[src/rtl/bus_arbiter_mux.sv]
// -----------------------------------------------------------------------------
// bus_arbiter_mux
//
// Registered arbiter/multiplexer for the shared datapath bus. N sources request
// the bus; one owner is chosen each cycle by fixed priority (mode 0) or by
// round-robin with a bounded hold count (mode 1). The owner's data slice, a
// one-hot grant, the binary select and a valid flag are all registered in the
// same edge, so there is no combinational path from inputs to outputs.
//
// Ports:
//   clock      in   rising-edge clock
//   clear      in   synchronous active-high reset, dominates every other input
//   req        in   [N-1:0] per-source request
//   data_in    in   [N*WIDTH-1:0] flattened source data, source i at [i*WIDTH +: WIDTH]
//   mode       in   0 = fixed priority (lowest index), 1 = round-robin with hold
//   grant      out  [N-1:0] registered one-hot owner, zero when idle
//   sel_out    out  [SEL_W-1:0] registered binary owner index, zero when idle
//   bus_valid  out  registered, high while grant is non-zero
//   bus_out    out  [WIDTH-1:0] registered owner data, zero when idle
// -----------------------------------------------------------------------------
module bus_arbiter_mux #(
  parameter  int WIDTH    = 32,
  parameter  int N        = 24,
  parameter  int LOCK_MAX = 4,
  localparam int SEL_W    = $clog2(N),
  localparam int CNT_W    = $clog2(LOCK_MAX + 1)
) (
  input  logic                 clock,
  input  logic                 clear,
  input  logic [N-1:0]         req,
  input  logic [N*WIDTH-1:0]   data_in,
  input  logic                 mode,
  output logic [N-1:0]         grant,
  output logic [SEL_W-1:0]     sel_out,
  output logic                 bus_valid,
  output logic [WIDTH-1:0]     bus_out
);

  // Arbitration state
  logic [SEL_W-1:0] r_owner;
  logic             r_owner_valid;
  logic [SEL_W-1:0] r_ptr;
  logic [CNT_W-1:0] r_cnt;

  // Registered outputs
  logic [N-1:0]     r_grant;
  logic [WIDTH-1:0] r_bus;

  // Next-state decision
  logic [N-1:0]     w_req_others;
  logic             w_others;
  logic             w_retain;
  logic [SEL_W-1:0] w_fp_idx;
  logic [SEL_W-1:0] w_rr_idx;
  logic             w_rr_found;
  logic [SEL_W-1:0] w_nxt_owner;
  logic             w_nxt_valid;
  logic [SEL_W-1:0] w_nxt_ptr;
  logic [CNT_W-1:0] w_nxt_cnt;
  logic [N-1:0]     w_nxt_grant;
  logic [WIDTH-1:0] w_nxt_data;

  // Fixed priority: lowest set index wins (scan downward so the last hit is the lowest).
  always_comb begin
    w_fp_idx = '0;
    for (int i = N - 1; i >= 0; i--) begin
      if (req[i]) w_fp_idx = SEL_W'(i);
    end
  end

  // Round-robin search starts just after the last new grant and wraps N-1 -> 0.
  // Offset N revisits ptr itself, so a lone requester at ptr is still found.
  always_comb begin
    w_rr_idx   = '0;
    w_rr_found = 1'b0;
    for (int k = 1; k <= N; k++) begin
      int idx;
      idx = int'(r_ptr) + k;
      if (idx >= N) idx = idx - N;
      if (!w_rr_found && req[idx]) begin
        w_rr_idx   = SEL_W'(idx);
        w_rr_found = 1'b1;
      end
    end
  end

  // The hold limit only matters when someone else is actually waiting.
  always_comb begin
    w_req_others          = req;
    w_req_others[r_owner] = 1'b0;
    w_others              = |w_req_others;
    w_retain              = r_owner_valid && req[r_owner] &&
                            ((r_cnt < CNT_W'(LOCK_MAX)) || !w_others);
  end

  // cnt is held at 0 in fixed-priority mode, so a switch into round-robin
  // retains the current owner and restarts its hold count at 1.
  always_comb begin
    w_nxt_owner = '0;
    w_nxt_valid = 1'b0;
    w_nxt_ptr   = r_ptr;
    w_nxt_cnt   = '0;
    if (|req) begin
      w_nxt_valid = 1'b1;
      if (!mode) begin
        w_nxt_owner = w_fp_idx;
        w_nxt_ptr   = w_fp_idx;
      end else if (w_retain) begin
        w_nxt_owner = r_owner;
        w_nxt_cnt   = (r_cnt < CNT_W'(LOCK_MAX)) ? r_cnt + CNT_W'(1) : r_cnt;
      end else begin
        w_nxt_owner = w_rr_idx;
        w_nxt_ptr   = w_rr_idx;
        w_nxt_cnt   = CNT_W'(1);
      end
    end
  end

  // Output mux: grant decode and data slice of the next owner.
  always_comb begin
    w_nxt_grant = '0;
    w_nxt_data  = '0;
    if (w_nxt_valid) w_nxt_grant[w_nxt_owner] = 1'b1;
    for (int i = 0; i < N; i++) begin
      if (w_nxt_valid && (w_nxt_owner == SEL_W'(i)))
        w_nxt_data = data_in[i*WIDTH +: WIDTH];
    end
  end

  // Register stage: decision, grant and bus value all load on the same edge.
  always_ff @(posedge clock) begin
    if (clear) begin
      r_owner       <= '0;
      r_owner_valid <= 1'b0;
      r_ptr         <= SEL_W'(N - 1);
      r_cnt         <= '0;
      r_grant       <= '0;
      r_bus         <= '0;
    end else begin
      r_owner       <= w_nxt_owner;
      r_owner_valid <= w_nxt_valid;
      r_ptr         <= w_nxt_ptr;
      r_cnt         <= w_nxt_cnt;
      r_grant       <= w_nxt_grant;
      r_bus         <= w_nxt_data;
    end
  end

  assign grant     = r_grant;
  assign sel_out   = r_owner;
  assign bus_valid = r_owner_valid;
  assign bus_out   = r_bus;

endmodule

[config.mk]
export PLATFORM = sky130hd
export DESIGN_NAME = bus_arbiter_mux
export DESIGN_NICKNAME = d
export VERILOG_FILES = /design/src/rtl/bus_arbiter_mux.sv
export SDC_FILE = /design/constraint.sdc
export NUM_CORES = 1
export LEC_CHECK = 0
export ABC_AREA = 1
export BUFFER_PORTS_ARGS = -buffer_cell sky130_fd_sc_hd__buf_2
export CAP_MARGIN = 30
export CORE_AREA = 2 2 332 334
export CTS_BUF_LIST = sky130_fd_sc_hd__clkbuf_4 sky130_fd_sc_hd__clkbuf_8
export DETAILED_ROUTE_END_ITERATION = 8
export DIE_AREA = 0 0 334 336
export HOLD_SLACK_MARGIN = 0.06
export PLACE_DENSITY_LB_ADDON = 0.05
export RECOVER_POWER = 25
export SLEW_MARGIN = 20
export SYNTH_ARGS = -nofsm -noshare
export SYNTH_HDL_FRONTEND = slang
export SYNTH_SLANG_ARGS = --single-unit
[constraint.sdc]
create_clock -name clock -period 8.4 [get_ports clock]
set_input_delay 1.26 -clock clock [delete_from_list [all_inputs] [get_ports clock]]
set_output_delay 1.26 -clock clock [all_outputs]
set_load 0.05 [all_outputs]
==> reports/qor.csv, run 1 <==
metric;value;unit
Yosys warning count;0;
Std-Cell Core Area;0.108;mm²
Tightest Pin Transition;0.841;ns
area occupied by registers;0.00140;mm²
clock sink count;70;
Min-Delay Startpoint;r_cnt[1];
master cell of the clock root buffer;sky130_fd_sc_hd__clkbuf_8;
total count of hold-check failures in the final report;0;
most used cells in the layout excluding fill and tap cells;897 x sky130_fd_sc_hd__nand2_1, 823 x sky130_fd_sc_hd__buf_2, 406 x sky130_fd_sc_hd__nor2_1, 331 x sky130_fd_sc_hd__inv_1, 293 x sky130_fd_sc_hd__nand3_1;
number of input and output port buffers inserted;856;
area taken by multi-input logic gates;0.0106;mm²
maximum buffer depth of the clock tree;2;
max capacitance violation total;0;
Reg clk slew, reported paths;0.11;ns
total global-route track usage;24.3;%
Crit Path Class;flip-flop to flip-flop;
RR Startpoint;r_ptr[2];
top cells by area, synth;sky130_fd_sc_hd__nand2_1 24%, sky130_fd_sc_hd__nor2_1 11%, sky130_fd_sc_hd__nand3_1 11%, sky130_fd_sc_hd__dfxtp_1 10%, sky130_fd_sc_hd__inv_1 9.0%;
first-iteration detailed-routing DRC count;1597;
final critical path time including I/O delays and setup;7.83;ns
routed length per instance;27.6;µm
DRT Wirelength;142000;µm
total of endpoints with negative setup slack in the final report;0;
Fmax;128;MHz
mean instance size in the synthesized netlist;5.01;µm²
DRT antenna net count;0;
share of synthesized flip-flops with an asynchronous set or reset;0;%
number of distinct library cell variants in the gate-level netlist after synthesis;62;
gpl congestion;0.940;
post-synthesis net count;3604;
post-route DRC violation count;0;
most frequent cell on the critical path;sky130_fd_sc_hd__nand2_1;
worst-skew pair later-pin latency;0.46;ns
count of standard-cell rows;121;
Worst Skew;0.0321;ns
die span in y;336;µm
relative slew slack;43.5;%
number of global-route vias before repair;22424;
post-synth top area cell;sky130_fd_sc_hd__nand2_1;
dominant synthesized flop cell;sky130_fd_sc_hd__dfxtp_1;
area enclosed by the die boundary;0.112;mm²
first-pass iteration count of the detailed router;5;
Pins Over Slew Limit;0;
Setup Total Neg Slack;0;ns
Congestion Overflow GR;0;
initial antenna violation count;87;
Fill cells;13118;
setup repair after global routing missed its margin;no;
required time at the worst-slack endpoint;8.75;ns
register area share after synthesis;10.1;%
Vias;22180;
CTS tree;yes;
Area growth, synth to finish;53.5;%
endpoint arrival time on the critical path;8.18;ns
number of flops mapped to enable cells by yosys;0;
IO Pins;857;
Worst Setup SP;r_ptr[2];
global-route wire length before repair;187000;µm
routed vias/inst;4.30;
detailed placement HPWL;125000;µm
post-synthesis register bit count;70;
die width;334;µm
number of nets in the final layout;4549;
layout cells sized above 1;31.1;%
Cells after Synth;2767;
H-tree Lvls;3;
clock buffers created by TritonCTS;9;
CP peak stage delay;0.47;ns
largest net degree at the start of global routing;35;
final critical-path share of the clock period;93.3;%
type of destination of the critical path;flip-flop;
result of the run;complete, no violations;
kind of path behind the tightest hold check;flip-flop to flip-flop;
proportion of netlist area held by the largest area contributor;24.3;%
cell area after technology mapping;0.0139;mm²
kind of start point of the critical path;flip-flop;
Initial Util;12.8;%
standard cell with the maximum stage delay on the critical path;sky130_fd_sc_hd__nor3_1;
commonest non-fill, non-tap cell in the layout;sky130_fd_sc_hd__nand2_1;
maximum fanout encountered on the critical timing path;9;
-- what timing repair did --
item / 4_1_cts / 5_1_grt
buffers inserted: 0 / 0
hold buffers: 0 / 0
endpoints found under the setup margin: 0 / 1
gates resized for setup: 0 / 2
-- registers in the layout, indices dropped and copies added, names as in the netlist --
register,flops
sel_out,5
grant,24
r_cnt,3
bus_valid,1
r_ptr,5
bus_out,32
-- worst paths after layout --
| path | endpoint | slack, ns | cells past startpoint |
|---|---|---|---|
| setup / recovery | bus_out[18] | 0.57 | 52 |
| hold / removal | r_cnt[1] | 0.48 | 2 |
| setup reg to reg | bus_out[18] | 0.57 | 52 |
| hold reg to reg | r_cnt[1] | 0.48 | 2 |
-- per-layer routing --
layer / global-route usage, % / part of all wire (%) / up-vias
met5: 0 / 0.21 / -
met4: 3.73 / 1.6 / 52
met3: 4.53 / 5.8 / 161
met2: 43.3 / 49 / 765
met1: 30.8 / 43 / 10422
li1: - / - / 10780
-- final cells by class --
class / count / share of cell area, %
tap: 1414 / 8.31
clock buffer: 9 / 0.582
sequential: 70 / 6.59
clock inverter: 7 / 0.323
inverter: 366 / 6.49
antenna: 26 / 0.306
multi-input combinational: 2215 / 49.9
timing repair buffer: 1050 / 27.5
-- synth_stat cells, types with 8 or more instances --
master                     count
sky130_fd_sc_hd__a211oi_1      9
sky130_fd_sc_hd__a21oi_1      93
sky130_fd_sc_hd__buf_2        35
sky130_fd_sc_hd__clkbuf_1     66
sky130_fd_sc_hd__dfxtp_1      70
sky130_fd_sc_hd__ha_1         42
sky130_fd_sc_hd__inv_1       331
sky130_fd_sc_hd__inv_2        26
sky130_fd_sc_hd__nand2_1     897
sky130_fd_sc_hd__nand2_2      20
sky130_fd_sc_hd__nand3_1     293
sky130_fd_sc_hd__nand3b_1      8
sky130_fd_sc_hd__nand4_1     149
sky130_fd_sc_hd__nor2_1      417
sky130_fd_sc_hd__nor2_2       12
sky130_fd_sc_hd__nor3_1       14
sky130_fd_sc_hd__nor4_1        8
sky130_fd_sc_hd__o21ai_0      85
sky130_fd_sc_hd__o21ai_1      24
sky130_fd_sc_hd__o22ai_1      12
sky130_fd_sc_hd__or2_2        25
sky130_fd_sc_hd__xor2_1       27
-- logic make-up (layout without fill, tap and decap cells) --
kind of cell / Yosys count / count (layout) / synth area share [%]
other cells: 0 / 26 / 0
fa+ha+maj: 42 / 42 / 3.79
mux: 1 / 1 / 0.0722
simple gates: 1877 / 1877 / 59.5
xor+xnor: 31 / 31 / 2.07
compound gates: 264 / 264 / 10.7
buf+inv: 482 / 1432 / 13.8
flops: 70 / 70 / 10.1
-- metrics by stage --
step                cells  hold WS [ns]  setup slack, ns  util (%)  instance area, µm²
finish               5157         0.482            0.566      19.6               21300
detailed placement   5115         0.462            0.227      19.4               21100
CTS                  5131         0.481            0.259      19.6               21200
floorplan            2767         0.436             2.63         -               13900
global route         5149         0.509           0.0288      19.6               21300
global placement     5115         0.455           0.0827      19.4               21100
-- critical path: cells and delay by family, from the launching register on --
family                   cells  cell delay (ns)
flip-flops                   1             0.41
buffers and inverters       10             1.56
AO/OA/AOI/OAI                4             0.63
AND/OR/NAND/NOR             36             4.65
adder cells (fa/ha/maj)      2             0.45
Power of run 1 is left out: the tool's default activity adds up to more than one toggle a clock period on the data nets, which glitch-free logic cannot reach.
==> run 2, diff against run 1 <==
--- a/config.mk
+++ b/config.mk
@@ -5,13 +5,12 @@
 export SDC_FILE = /design/constraint.sdc
 export NUM_CORES = 1
 export LEC_CHECK = 0
-export ABC_AREA = 1
 export BUFFER_PORTS_ARGS = -buffer_cell sky130_fd_sc_hd__buf_2
-export CAP_MARGIN = 30
-export CORE_AREA = 2 2 332 334
+export CAP_MARGIN = 10
+export CORE_AREA = 2 2 335 337
 export CTS_BUF_LIST = sky130_fd_sc_hd__clkbuf_4 sky130_fd_sc_hd__clkbuf_8
 export DETAILED_ROUTE_END_ITERATION = 8
-export DIE_AREA = 0 0 334 336
+export DIE_AREA = 0 0 337 339
 export HOLD_SLACK_MARGIN = 0.06
 export PLACE_DENSITY_LB_ADDON = 0.05
 export RECOVER_POWER = 25
==> run 2 against run 1 <==
Effect of this change:
- cell count down 5.3%
- clock skew up 0.0030 ns
- die area up 1.8%
- global-route usage up 5.2 points
- wire length up 23%
- clock-buffer cell count up 1
- critical path depth down 26
- register-to-register slack worse by 0.29 ns
- worst setup slack worse by 0.29 ns
- maximum frequency down 3.5%
- hold slack better by 0.065 ns
- synthesized cell count down 20%
==> reports/qor.csv, run 2 <==
metric;value;unit;change
portion of netlist area occupied by mux cells;15.5;%;+15 points
H-tree Lvls;3;;unchanged
commonest non-fill, non-tap cell in the layout;sky130_fd_sc_hd__buf_2;;
worst-skew pair later-pin latency;0.50;ns;+0.04 ns
largest family of logic cells by synthesized area;compound AO/OA/AOI/OAI gates;;
Critical R2R Capture;bus_out[12];;
Tightest Pin Transition;1.12;ns;+0.281 ns
dominant synthesized flop cell;sky130_fd_sc_hd__dfxtp_1;;
layout cells sized above 1;44.1;%;+13 points
largest net degree at the start of global routing;44;;+26%
number of distinct library cell variants in the gate-level netlist after synthesis;114;;+84%
total global-route track usage;29.5;%;+5.2 points
kind of start point of the critical path;flip-flop;;
post-synth top area cell;sky130_fd_sc_hd__dfxtp_1;;
clock buffers created by TritonCTS;9;;unchanged
Area growth, synth to finish;60.5;%;
relative slew slack;24.6;%;-19 points
crit path buf inv count;7;;-3
CP peak stage delay;0.87;ns;+0.40 ns
IO Pins;857;;unchanged
number of input and output port buffers inserted;856;;unchanged
maximum buffer depth of the clock tree;2;;unchanged
pre-CTS setup slack;-0.140;ns;-0.367 ns
final critical path time including I/O delays and setup;8.12;ns;+0.288 ns
number of global-route vias before repair;25072;;+12%
internal reg-to-reg setup slack;0.28;ns;-0.29 ns
initial antenna violation count;105;;+21%
most common cell in the netlist;sky130_fd_sc_hd__nand2_1;;
endpoint arrival time on the critical path;8.55;ns;+0.37 ns
standard cell with the maximum stage delay on the critical path;sky130_fd_sc_hd__a2111oi_2;;
clock sink count;70;;unchanged
fraction of synthesized cell area in xor and xnor cells;1.54;%;-0.53 points
top cells by area, synth;sky130_fd_sc_hd__dfxtp_1 8.8%, sky130_fd_sc_hd__mux2i_1 6.6%, sky130_fd_sc_hd__mux4_2 5.5%, sky130_fd_sc_hd__nand2_1 5.2%, sky130_fd_sc_hd__o21ai_0 4.9%;;
kind of path behind the tightest hold check;flip-flop to flip-flop;;
count of standard-cell rows;122;;+0.83%
area taken by multi-input logic gates;0.0135;mm²;+27%
total of endpoints with negative setup slack in the final report;0;;unchanged
max capacitance violation total;0;;unchanged
area enclosed by the die boundary;0.114;mm²;+1.8%
Vias;24813;;+12%
die span in y;339;µm;+0.89%
post-synthesis register bit count;70;;unchanged
placed cells;4822;;-5.7%
Fill cells;12610;;-3.9%
smallest hold slack;0.547;ns;+0.0653 ns
compound-gate portion of the synthesized area;38.8;%;+28 points
adder-cell share of the synthesized area;3.31;%;-0.48 points
CTS tree;yes;;
routed vias/inst;5.08;;+18%
worst path setup slack after routing;0.279;ns;-0.288 ns
Std-Cell Core Area;0.110;mm²;+1.8%
type of destination of the critical path;flip-flop;;
final critical-path share of the clock period;96.7;%;+3.4 points
cells on worst reg2reg path;26;;-50%
area occupied by registers;0.00140;mm²;+0.18%
share of synthesized flip-flops with an asynchronous set or reset;0;%;unchanged
Fmax;123;MHz;-3.5%
DRT antenna net count;0;;unchanged
Reg clk slew, reported paths;0.12;ns;about the same
gpl congestion;0.989;;+5.3%
Pins Over Slew Limit;0;;unchanged
register area share after synthesis;8.83;%;-1.3 points
post-route DRC violation count;0;;unchanged
first-pass iteration count of the detailed router;8;;+3
mean instance size in the synthesized netlist;7.14;µm²;+42%
required time at the worst-slack endpoint;8.83;ns;+0.08 ns
Min-Delay Startpoint;r_cnt[1];;
most used cells in the layout excluding fill and tap cells;823 x sky130_fd_sc_hd__buf_2, 417 x sky130_fd_sc_hd__buf_4, 220 x sky130_fd_sc_hd__nand2_1, 153 x sky130_fd_sc_hd__o21ai_0, 147 x sky130_fd_sc_hd__nor2_1;;
setup repair after global routing missed its margin;no;;
Cells after Synth;2223;;-20%
cell area after technology mapping;0.0159;mm²;+14%
count of cells along the worst hold path;2;;unchanged
Worst Skew;0.0351;ns;+0.00301 ns
die width;337;µm;+0.90%
routed length per instance;35.8;µm;+30%
RR Startpoint;r_ptr[2];;
top cell types by occurrence after synthesis;220 x sky130_fd_sc_hd__nand2_1, 154 x sky130_fd_sc_hd__o21ai_0, 153 x sky130_fd_sc_hd__nor2_1;;
total count of hold-check failures in the final report;0;;unchanged
number of flip-flops under the largest register name;32;;unchanged
number of flops mapped to enable cells by yosys;0;;unchanged
post-synthesis net count;3060;;-15%
end of the worst hold path;r_cnt[1];;
first-iteration detailed-routing DRC count;2161;;+35%
result of the run;complete, no violations;;
Yosys warning count;0;;unchanged
global-route wire length before repair;229000;µm;+22%
DRT Wirelength;175000;µm;+23%
Congestion Overflow GR;0;;unchanged
category of cells accounting for the largest share of critical-path delay;compound AO/OA/AOI/OAI gates;;
number of cells in the finished layout apart from fillers;4885;;-5.3%
Initial Util;14.4;%;+1.6 points
proportion of netlist area held by the largest area contributor;8.83;%;-15 points
maximum fanout encountered on the critical timing path;14;;+5
number of nets in the final layout;4182;;-8.1%
detailed placement HPWL;154000;µm;+23%
master cell of the clock root buffer;sky130_fd_sc_hd__clkbuf_8;;
Crit Path Class;flip-flop to flip-flop;;
area fraction in and, or, nand and nor cells after synthesis;24.9;%;-35 points
## run 2: cell types whose count changed in the layout (fill, tap and decap cells not counted), sizes merged, moves of 104 or more
cell and delta:
buf +262, nand2 -696, nor2 -278, nand3 -241, nand4 -141, inv -322, mux2i +104
## run 2: layout make-up
| cell class | count | share of cell area [%] |
|---|---|---|
| flip-flops and latches | 70 | 5.52 |
| clock inverters | 6 | 0.369 |
| diodes | 47 | 0.462 |
| inverters | 44 | 0.649 |
| well taps | 1488 | 7.31 |
| repair buffers | 1312 | 32.0 |
| clock buffers | 10 | 0.516 |
| multi-input cells | 1908 | 53.1 |
## run 2: what timing repair did
item                                    CTS  global route
gates resized for setup                   2             8
endpoints found under the hold margin     0             0
gates cloned                              0             0
endpoints found under the setup margin    2            17
pin swaps                                 0             1
setup buffers                             0             0
hold buffers                              0             0
## run 2: how the worst max path moves through the flow
stage                       end  slack [ns]  startpoint  cells past startpoint
floorplan            bus_out[1]        1.76    r_ptr[1]                     26
global placement    bus_out[12]       -0.17    r_ptr[2]                     26
detailed placement  bus_out[12]       -0.14    r_ptr[2]                     26
CTS                 bus_out[12]        0.03    r_ptr[2]                     26
global route        bus_out[21]        0.02    r_ptr[2]                     27
finish              bus_out[12]        0.28    r_ptr[2]                     26
## run 2: per-stage QoR
step                      util [%]  setup TNS (ns)  instance area, µm²
after floorplan                  -               0               15900
after global placement        22.7          -0.346               25100
after detailed placement      22.7          -0.150               25100
after CTS                     23.0               0               25300
after global routing          23.0               0               25400
final                         23.1               0               25500
## run 2: kinds of logic after synthesis
kind of cell / count (synthesis)
flops: 70
buf+inv: 245
simple gates: 777
fa+ha+maj: 42
compound gates: 874
xor+xnor: 24
mux: 191
## run 2: per-layer routing
layer,global-route usage [%],wire length (µm)
met4,9.38,5720
met3,5.66,11800
met1,38.2,75300
met2,48.9,81500
met5,0,331
## run 2: tightest hold or removal path, delay by kind of cell (launching register included)
family	cells	cell delay, ns
DFF	1	0.32
muxes	1	0.13
and+or+nand+nor	1	0.05
Power of run 2 is left out for the same reason.
